$ cat src/rtl/fd_branch_ctrl.sv
// Fetch/decode pipeline register with zero-latency branch resolution,
// a {Z,V,N} flag register and a sticky halt state machine.
module fd_branch_ctrl (
  input  logic        clk,
  input  logic        rst_n,
  input  logic [31:0] F_in,
  input  logic        stall,
  input  logic [2:0]  flags_we,
  input  logic [2:0]  flags_new,
  input  logic [15:0] rs_data,
  output logic [15:0] D_instr,
  output logic [15:0] D_pc_plus_2,
  output logic        D_valid,
  output logic        flush,
  output logic [15:0] branch_target,
  output logic        halt_PC
);

  typedef enum logic {RUN = 1'b0, HALTED = 1'b1} state_t;

  localparam logic [3:0] OP_B   = 4'hC;
  localparam logic [3:0] OP_BR  = 4'hD;
  localparam logic [3:0] OP_HLT = 4'hF;

  state_t      state_q;
  logic [15:0] instr_q, instr_d;
  logic [15:0] pc_q, pc_d;
  logic        valid_q, valid_d;
  logic [2:0]  flags_q, flags_d;

  logic [3:0]  opcode;
  logic [2:0]  cond;
  logic        flag_z, flag_v, flag_n;
  logic        cond_true;
  logic        is_b, is_br, is_hlt;
  logic [15:0] b_offset;

  assign opcode = instr_q[15:12];
  assign cond   = instr_q[11:9];
  assign flag_z = flags_q[2];
  assign flag_v = flags_q[1];
  assign flag_n = flags_q[0];
  assign is_b   = (opcode == OP_B);
  assign is_br  = (opcode == OP_BR);
  assign is_hlt = (opcode == OP_HLT);

  // Word offset: sign-extended 9-bit immediate scaled to bytes.
  assign b_offset = {{6{instr_q[8]}}, instr_q[8:0], 1'b0};

  always_comb begin
    cond_true = 1'b0;
    unique case (cond)
      3'b000: cond_true = !flag_z;
      3'b001: cond_true = flag_z;
      3'b010: cond_true = !flag_z && !flag_n;
      3'b011: cond_true = flag_n;
      3'b100: cond_true = flag_z || !flag_n;
      3'b101: cond_true = flag_n || flag_z;
      3'b110: cond_true = flag_v;
      3'b111: cond_true = 1'b1;
      default: cond_true = 1'b0;
    endcase
  end

  always_comb begin
    branch_target = pc_q;
    if (is_b)
      branch_target = pc_q + b_offset;
    else if (is_br)
      branch_target = rs_data;
  end

  assign flush   = valid_q && !stall && (is_b || is_br) && cond_true;
  assign halt_PC = (state_q == HALTED) || (valid_q && is_hlt);

  // A bubble carries pc_plus_2 along but an all-zero, invalid instruction,
  // which guarantees no flush or halt is raised from it.
  always_comb begin
    instr_d = instr_q;
    pc_d    = pc_q;
    valid_d = valid_q;
    if (!stall) begin
      pc_d = F_in[31:16];
      if (flush || halt_PC) begin
        instr_d = 16'h0000;
        valid_d = 1'b0;
      end else begin
        instr_d = F_in[15:0];
        valid_d = 1'b1;
      end
    end
  end

  assign flags_d = (flags_q & ~flags_we) | (flags_new & flags_we);

  always_ff @(posedge clk or negedge rst_n) begin
    if (!rst_n) begin
      state_q <= RUN;
      instr_q <= 16'h0000;
      pc_q    <= 16'h0000;
      valid_q <= 1'b0;
      flags_q <= 3'b000;
    end else begin
      instr_q <= instr_d;
      pc_q    <= pc_d;
      valid_q <= valid_d;
      flags_q <= flags_d;
      case (state_q)
        RUN:     if (valid_q && is_hlt && !stall) state_q <= HALTED;
        HALTED:  state_q <= HALTED;
        default: state_q <= RUN;
      endcase
    end
  end

  assign D_instr     = instr_q;
  assign D_pc_plus_2 = pc_q;
  assign D_valid     = valid_q;

endmodule

$ cat config.mk
export PLATFORM = sky130hd
export DESIGN_NAME = fd_branch_ctrl
export DESIGN_NICKNAME = d
export VERILOG_FILES = /design/src/rtl/fd_branch_ctrl.sv
export SDC_FILE = /design/constraint.sdc
export NUM_CORES = 1
export LEC_CHECK = 0
export ABC_AREA = 0
export CAP_MARGIN = 20
export CORE_ASPECT_RATIO = 0.7
export CORE_MARGIN = 4
export CORE_UTILIZATION = 43
export CTS_CLUSTER_DIAMETER = 120
export DETAILED_ROUTE_END_ITERATION = 8
export PLACE_DENSITY = 0.79
export SYNTH_ARGS = -nofsm -noshare
export SYNTH_HDL_FRONTEND = slang
export SYNTH_SLANG_ARGS = --single-unit
$ cat constraint.sdc
create_clock -name clk -period 3.25 [get_ports clk]
set_input_delay 0.65 -clock clk [delete_from_list [all_inputs] [get_ports clk]]
set_output_delay 0.65 -clock clk [all_outputs]
set_load 0.02 [all_outputs]
**Word level (Yosys, flattened, before mapping)**

Index checks and enable logic that the tools add are counted.

- Flip-flop bits (word level): 37
- Output and inout port bits: 51

- $add $sub $neg: 1
- Equal/unequal tests: 10
- Mux-type cells: 7
- Bitwise operators: 5
- Reductions and logical operators: 15

Operators with widths:

| operator | count |
|---|---|
| 16-bit 2-to-1 mux | 3 |
| 16-bit adder | 1 |
| 3-bit equality test, second input constant | 4 |
| 4-bit equality test, second input constant | 3 |
| 1-bit case mux with 8 select lines | 1 |
| 3-bit AND | 2 |
| 3-bit by 2-bit equality test with 1-bit output, second input constant | 2 |
| 1-bit logical AND | 6 |
| 1-bit logical OR | 5 |
| 3-bit by 1-bit equality test with 1-bit output, second input constant | 1 |
| 1-bit zero test | 3 |
| 3-bit zero test | 1 |
| 3-bit NOT | 1 |
| 3-bit bitwise OR | 1 |
| 1-bit 2-to-1 mux | 2 |
| 1-bit case mux with 2 select lines | 1 |
| 1-bit NOT | 1 |

**Longest topological paths before layout**

Gate-level depths: netlist (run 1).

- Word-level depth: 6
- Gate-level depth with buffers: 9
- Gate-level depth less buffers: 9

**Least setup slack after synthesis (run 1)**

OpenSTA, ideal clock, no wires.

- Kind: reg-to-output
- Start point: reg pc_q[1] (netlist: D_pc_plus_2[1])
- End point: out branch_target[15]
- Arrival time: 2.284 ns
- Data required time: 2.600 ns
- Path slack: 0.316 ns
- Stages on the path, launching flop included: 10
- Buffers on the path: 0
- Cells stage by stage: dfrtp_1 -> ha_1 -> inv_1 -> fa_1 -> nor2b_1 -> o2111ai_1 -> and4_1 -> nor3b_1 -> nor2b_1 -> o211ai_1

- Cells in the longest elaborated chain, start to end: 2

Ends and longest elaborated chain:

| item | line | text |
|---|---|---|
| start: declaration | 27 | `logic [15:0] pc_q, pc_d;` |
| start signal: assignment | 105 | `pc_q <= pc_d;` |
| 16-bit adder | 68 | `branch_target = pc_q + b_offset;` |
| 16-bit 2-to-1 mux | 67 | `if (is_b)` |
| end: declaration | 15 | `output logic [15:0] branch_target,` |

No other way between the ends.

**Worst setup path after layout (run 1)**

- Start point: reg instr_q[2] (netlist: D_instr[2])
- End point: out branch_target[7]

- Cells in the longest elaborated chain, start to end: 2

Ends and longest elaborated chain:

| item | line | text |
|---|---|---|
| start: declaration | 26 | `logic [15:0] instr_q, instr_d;` |
| start signal: assignment | 104 | `instr_q <= instr_d;` |
| 16-bit adder | 68 |  |
| 16-bit 2-to-1 mux | 67 |  |

No other way between the ends.

==> results by group, run 1 <==
Outcome
  • Status: finished, final reports clean

Setup path
  • Required time reported for the critical path endpoint: 2.60 ns
  • Setup crit start: D_instr[2]
  • Path length in cells of the critical path: 9
  • Critical path peak fanout: 4
  • Critical path data arrival time: 2.52 ns
  • Setup slack on the worst flop-to-flop path: 1.23 ns
  • Buf/Inv on CP: 2
  • Critical-path cell list: ha_1 > nor2b_2 > buf_4 > o21a_4 > o21a_1 > o21a_1 > o31ai_1 > o21a_1 > buf_2
  • Reg-to-Reg End: D_instr[11]
  • Reg-to-Reg Start: D_instr[10]
  • Critical path start-end classification: reg2out
  • Slowest cell on crit path: sky130_fd_sc_hd__dfrtp_1
  • Category of the worst setup path capture point: output port
  • Crit start category: register
  • Depth of the worst register-to-register path: 5
  • Most numerous cell on the critical path: sky130_fd_sc_hd__o21a_1
  • Highest cell delay on the worst timing path: 0.41 ns
  • Cell family with most CP delay: compound AO/OA/AOI/OAI gates
  • End of the critical path: branch_target[7]

Floorplan
  • Chip Width: 99.1 um
  • Placeable Area: 0.00542 mm2
  • Y dimension of the die: 71.8 um
  • I/O pin total: 108
  • Site Rows: 22
  • Initial Util: 46.1%
  • Full die area: 0.00711 mm2

Clock network
  • Clock latency on the worst-skew pair: 0.28 ns
  • CTS tree: built
  • TritonCTS buffer count: 5
  • Clock-pin slew on the worst setup and hold paths: 0.07 ns
  • Number of H-tree branching levels: 2
  • Clock Tree Root: sky130_fd_sc_hd__clkbuf_8
  • Number of sinks handled by clock tree synthesis: 37
  • Total of hold buffers inserted after clock tree synthesis: 0
  • Buffer depth of the longest clock path: 2

Power and ir drop
  • Clock network fraction of total power: 27.3%
  • Proportion of power drawn by flip-flops and latches: 42.6%
  • Internal cell power: 0.847 mW
  • Combinational power share: 30.1%
  • Net switching fraction of the power: 28.6%
  • Worst IR drop on VDD: 0.178 mV
  • Total power density per cell area: 306 mW/mm2
  • Net Switching: 0.339 mW
  • Leakage power: 1.67 nW

Global routing
  • Total routing usage reported by global routing: 20.4%
  • Pin count of the biggest net entering global routing: 38
  • Initial antenna violation count: 0
  • Global-route wire length before repair: 11900 um
  • Via count of the first global-routing pass: 2345
  • Residual overflow from global routing: 0

Timing
  • Worst slew slack as a fraction of its limit: 43.8%
  • Slew Viols, Final: 0
  • Transition time of the tightest slew-check pin: 0.843 ns
  • Final count of hold timing violations: 0
  • Setup-failing EPs final: 0
  • Highest Clock Rate: 0.316 GHz
  • Final-layout worst hold slack: 0.471 ns
  • Final critical-path required period: 3.17 ns
  • Post-route fraction of the period consumed by the critical path: 97.4%
  • Worst clock skew: 0.00388 ns

Yosys
  • Net count after synthesis: 322
  • Post-synthesis cell count: 250
  • Area of the mapped netlist: 0.00250 mm2
  • Most used flip-flop cell after synthesis: sky130_fd_sc_hd__dfrtp_1
  • Leading post-synthesis cells by cell area: sky130_fd_sc_hd__dfrtp_1, sky130_fd_sc_hd__mux2_2, sky130_fd_sc_hd__ha_1, sky130_fd_sc_hd__a22o_1, sky130_fd_sc_hd__a21oi_1
  • Average instance area after synthesis: 9.99 um2
  • Top cell type by total area after synthesis: sky130_fd_sc_hd__dfrtp_1
  • Proportion of netlist area held by the largest area contributor: 37.1%
  • Count of yosys warnings during synthesis: 0
  • Number of register bits inferred by synthesis: 37
  • Fraction of the yosys area taken by sequential cells: 37.1%
  • Top-count cell post-synth: sky130_fd_sc_hd__dfrtp_1
  • Number of distinct library cells after synthesis: 51
  • Most frequent cells after synthesis: sky130_fd_sc_hd__dfrtp_1, sky130_fd_sc_hd__a21oi_1, sky130_fd_sc_hd__mux2_2, sky130_fd_sc_hd__a22o_1, sky130_fd_sc_hd__nand2_1
  • Number of synthesized flops with an enable pin: 0
  • Async S/R FF share, synth: 100%

Drt
  • Mean number of vias per cell: 5.51
  • Total number of vias: 2461
  • Wire length per cell after detailed routing: 16.6 um
  • Post-Route WL: 7440 um
  • Detailed-routing iteration count for the pre-antenna-repair pass: 4
  • Antenna Nets Post-Route: 0
  • Count of routing violations after the opening detailed-route iteration: 77
  • Count of unresolved DRC violations after routing: 0

Finish
  • Antenna diode count: 0
  • Net count, final: 447
  • Non-Filler Cell Area, Final: 0.00388 mm2
  • Proportion of layout cells with a drive suffix above 1: 20.8%
  • Synth-to-layout area growth: 55.2%

Placement
  • Half-perimeter wire length after placement: 5570 um
  • Count of buffers inserted at the top-level ports: 107
  • Final weighted congestion of routability-driven global placement: 0.886
  • Post-detailed-placement cell area: 0.00374 mm2

Hold path
  • Min-delay worst type: in2async

Run
  • Max-Cap Viols: 0
-- metrics by stage --
step | utilization, % | setup slack (ns) | power (mW) | instances | TNS, ns
2_1_floorplan | - | 0.316 | 0.676 | 250 | 0
3_3_place_gp | 69.0 | 0.0312 | 0.869 | 439 | 0
3_5_place_dp | 69.0 | -0.0231 | 0.875 | 439 | -0.0231
4_1_cts | 70.7 | 0.000912 | 1.19 | 447 | 0
5_1_grt | 71.5 | -0.0354 | 1.24 | 447 | -0.0369
6_report | 71.5 | 0.0834 | 1.19 | 447 | 0
-- worst reg2reg max path: stages, from the launching register on --
cell,delay (ns)
sky130_fd_sc_hd__dfrtp_1,0.46
sky130_fd_sc_hd__mux2_1,0.35
sky130_fd_sc_hd__o21ai_1,0.15
sky130_fd_sc_hd__a211oi_2,0.12
sky130_fd_sc_hd__nor3_4,0.64
sky130_fd_sc_hd__a22o_1,0.23
-- worst min path at each step --
stage	endpoint	startpoint	slack (ns)
after floorplan	D_instr[0]	rst_n	0.35
after global placement	state_q	state_q	0.43
after detailed placement	state_q	state_q	0.44
after CTS	state_q	state_q	0.47
after global routing	state_q	state_q	0.52
final	D_pc_plus_2[2]	rst_n	0.47
-- cells in the final DEF, fill, tap and decap left out, types with 5 or more instances in the layout --
cell                               n
sky130_fd_sc_hd__clkdlybuf4s50_1  93
sky130_fd_sc_hd__dfrtp_1          37
sky130_fd_sc_hd__buf_4            26
sky130_fd_sc_hd__a21oi_1          19
sky130_fd_sc_hd__mux2_2           19
sky130_fd_sc_hd__nand2_1          15
sky130_fd_sc_hd__a22o_1           15
sky130_fd_sc_hd__ha_1             10
sky130_fd_sc_hd__nor3_1            8
sky130_fd_sc_hd__o21ai_1           8
sky130_fd_sc_hd__nand3_1           8
sky130_fd_sc_hd__o21ai_0           8
sky130_fd_sc_hd__nor2_1            7
sky130_fd_sc_hd__mux2i_1           6
sky130_fd_sc_hd__o21a_1            6
sky130_fd_sc_hd__clkbuf_8          6
sky130_fd_sc_hd__inv_1             5
-- metal layers --
layer | vias up | GRT usage [%] | routed length, um
met3 | 13 | 5.25 | 526
li1 | 1191 | - | -
met5 | - | 0 | 0
met4 | 0 | 3.33 | 127
met1 | 1175 | 28.9 | 3470
met2 | 82 | 32.1 | 3320
-- area by class of cell --
class | count | area [um2]
multi-input cells | 195 | 1540
clock buffers | 7 | 86.3
well taps | 72 | 90.1
repair buffers | 131 | 1210
inverters | 5 | 18.8
fillers | 441 | 1550
flip-flops and latches | 37 | 926
-- repair_timing --
action / 4_1_cts / 5_1_grt
gates resized for setup: 19 / 28
pin swaps: 3 / 4
endpoints found under the setup margin: 11 / 10
setup buffers: 1 / 0
-- kinds of logic (layout without fill, tap and decap cells) --
| logic type | count (synthesis) | after routing | share of synthesized area (%) |
|---|---|---|---|
| xor gates and xnor gates | 5 | 5 | 1.75 |
| AOI/OAI and AO/OA | 86 | 86 | 24.1 |
| and+or+nand+nor | 63 | 63 | 13.9 |
| muxes | 26 | 26 | 11.4 |
| DFF | 37 | 37 | 37.1 |
| adders and majority gates | 15 | 15 | 7.82 |
| buffers and inverters | 18 | 143 | 3.91 |
-- power by group through the flow --
stage               combinational [mW]  clock [mW]  sequential [mW]
floorplan                        0.139           0            0.537
global placement                 0.357           0            0.512
detailed placement               0.362           0            0.514
CTS                              0.356       0.330            0.505
global route                     0.384       0.348            0.509
finish                           0.357       0.324            0.506
-- state kept, by name, indices dropped and copies added (netlist names), named ones only --
name         cells
state_q          1
D_valid          1
D_pc_plus_2     16
D_instr         16
(Power assumes the default switching activity.)
==> run 2, diff against run 1 <==
--- a/config.mk
+++ b/config.mk
@@ -7,7 +7,6 @@
 export LEC_CHECK = 0
 export ABC_AREA = 0
 export CAP_MARGIN = 20
-export CORE_ASPECT_RATIO = 0.7
 export CORE_MARGIN = 4
 export CORE_UTILIZATION = 43
 export CTS_CLUSTER_DIAMETER = 120
==> results by group, run 2 (synthesis gave the netlist of run 1 again) <==
Floorplan
  • Full die area: 0.00709 mm2 (-0.27%)
  • Placeable Area: 0.00557 mm2 (+2.8%)
  • I/O pin total: 108 (unchanged)
  • Site Rows: 27 (+23%)
  • Initial Util: 44.8% (-1.3 points)
  • Chip Width: 84.2 um (-15%)
  • Y dimension of the die: 84.2 um (+17%)

Timing
  • Setup-failing EPs final: 0 (unchanged)
  • Post-route fraction of the period consumed by the critical path: 95.0% (-2.4 points)
  • Setup repair after global routing missed its margin: no
  • Slew Viols, Final: 0 (unchanged)
  • Post-route setup slack: 0.162 ns (+0.0787 ns)
  • Worst clock skew: 0.00239 ns (-0.00149 ns)
  • Transition time of the tightest slew-check pin: 0.849 ns (+0.00594 ns)
  • Worst slew slack as a fraction of its limit: 43.4% (-0.40 points)
  • Final count of hold timing violations: 0 (unchanged)
  • Final-layout worst hold slack: 0.462 ns (-0.00952 ns)
  • Aggregate negative setup slack: 0 ns (unchanged)
  • Final critical-path required period: 3.09 ns (-0.0787 ns)
  • Highest Clock Rate: 0.324 GHz (+2.5%)

Clock network
  • Clock-pin slew on the worst setup and hold paths: 0.08 ns (about the same)
  • Number of sinks handled by clock tree synthesis: 37 (unchanged)
  • Buffer depth of the longest clock path: 2 (unchanged)
  • CTS tree: built
  • Number of H-tree branching levels: 2 (unchanged)
  • Clock latency on the worst-skew pair: 0.28 ns (about the same)
  • Clock Tree Root: sky130_fd_sc_hd__clkbuf_8
  • Total of hold buffers inserted after clock tree synthesis: 0 (unchanged)
  • TritonCTS buffer count: 5 (unchanged)

Finish
  • Net count, final: 447 (unchanged)
  • Most common library cell in the layout ignoring fill and taps: sky130_fd_sc_hd__clkdlybuf4s50_1
  • Proportion of layout cells with a drive suffix above 1: 19.4% (-1.4 points)
  • Antenna diode count: 0 (unchanged)
  • Highest-count cells in the layout ignoring fill and taps: sky130_fd_sc_hd__clkdlybuf4s50_1, sky130_fd_sc_hd__dfrtp_1, sky130_fd_sc_hd__buf_4, sky130_fd_sc_hd__a21oi_1, sky130_fd_sc_hd__mux2_2
  • Final instance count without filler cells: 448 (+0.22%)
  • Synth-to-layout area growth: 56.0%

Setup path
  • Crit start category: register
  • Critical path data arrival time: 2.44 ns (-0.08 ns)
  • Cell family with most CP delay: compound AO/OA/AOI/OAI gates
  • Category of the worst setup path capture point: output port
  • Reg-to-Reg Start: D_instr[10]
  • Critical path start-end classification: reg2out
  • Buf/Inv on CP: 3 (+1)
  • Required time reported for the critical path endpoint: 2.60 ns (about the same)
  • Depth of the worst register-to-register path: 6 (+1)
  • Most numerous cell on the critical path: sky130_fd_sc_hd__o21a_1
  • Critical-path cell list: ha_1 > inv_1 > fa_2 > nor2b_2 > buf_4 > o21a_1 > o21a_1 > o21a_1 > o31ai_2 > o21a_1 > buf_2
  • Setup slack on the worst flop-to-flop path: 1.16 ns (-0.07 ns)
  • Critical path peak fanout: 3 (-1)
  • Slowest cell on crit path: sky130_fd_sc_hd__dfrtp_1
  • Reg-to-Reg End: D_instr[12]
  • Highest cell delay on the worst timing path: 0.39 ns (-0.02 ns)

Drt
  • Detailed-routing iteration count for the pre-antenna-repair pass: 4 (unchanged)
  • Mean number of vias per cell: 5.50 (-0.18%)
  • Count of routing violations after the opening detailed-route iteration: 104 (+35%)
  • Antenna Nets Post-Route: 0 (unchanged)
  • Total number of vias: 2462 (+0.041%)
  • Count of unresolved DRC violations after routing: 0 (unchanged)
  • Post-Route WL: 7290 um (-2.1%)
  • Wire length per cell after detailed routing: 16.3 um (-2.3%)

Global routing
  • Via count of the first global-routing pass: 2404 (+2.5%)
  • Initial antenna violation count: 0 (unchanged)
  • Global-route wire length before repair: 11800 um (-0.70%)
  • Total routing usage reported by global routing: 20.2% (-0.16 points)
  • Residual overflow from global routing: 0 (unchanged)
  • Pin count of the biggest net entering global routing: 38 (unchanged)

Power and ir drop
  • Total power density per cell area: 327 mW/mm2 (+6.7%)
  • Leakage power: 1.69 nW (+1.0%)
  • Worst IR drop on VDD: 0.292 mV (+64%)

Placement
  • Half-perimeter wire length after placement: 5410 um (-2.8%)
  • Final weighted congestion of routability-driven global placement: 0.860 (-2.9%)
  • Placed cell count: 439 (unchanged)
  • Setup slack at placement: 0.0158 ns (+0.0389 ns)
  • Count of buffers inserted at the top-level ports: 107 (unchanged)

Outcome
  • Status: finished, final reports clean

Run
  • Max-Cap Viols: 0 (unchanged)

Hold path
  • Min-delay worst type: in2async
-- run 2: per-layer routing --
layer / global-route usage [%] / up-vias / part of all wire (%)
li1: - / 1197 / -
met1: 25.2 / 1185 / 45
met2: 34.9 / 76 / 47
met3: 6.38 / 4 / 6.8
met4: 3.51 / 0 / 0.55
met5: 0 / - / 0
-- run 2: layout make-up --
class | instances | area, um2
clock inverter | 2 | 37.5
timing repair buffer | 131 | 1210
tap | 72 | 90.1
multi-input combinational | 195 | 1530
fill | 425 | 1680
clock buffer | 6 | 82.6
sequential | 37 | 926
inverter | 5 | 18.8
-- run 2: worst max path at each step --
stage / start / slack [ns] / cells after the start / end
final: D_instr[0] / 0.16 / 11 / branch_target[7]
after global placement: D_instr[0] / 0.04 / 10 / branch_target[15]
after detailed placement: D_instr[0] / 0.02 / 9 / branch_target[10]
after CTS: D_instr[0] / 0.002 / 10 / branch_target[15]
after global routing: D_instr[0] / 0.005 / 11 / branch_target[7]
after floorplan: D_pc_plus_2[1] / 0.32 / 9 / branch_target[15]
-- run 2: per-stage QoR --
| stage | utilization [%] | area [um2] | total power [mW] |
|---|---|---|---|
| floorplan | - | 2500 | 0.676 |
| detailed placement | 67.2 | 3750 | 0.870 |
| finish | 69.9 | 3890 | 1.27 |
| global placement | 67.2 | 3750 | 0.863 |
| CTS | 69.5 | 3870 | 1.28 |
| global route | 69.9 | 3890 | 1.33 |
-- run 2: repair_timing --
action	CTS	global route
gates resized for setup	15	26
endpoints found under the setup margin	12	11
pin swaps	1	2
buffers inserted	1	0
-- run 2: report_power, final --
part	leakage [nW]	switching (mW)	internal, mW
sequential	0.469	0.0241	0.484
clock	0.0574	0.170	0.250
combinational	1.16	0.156	0.189
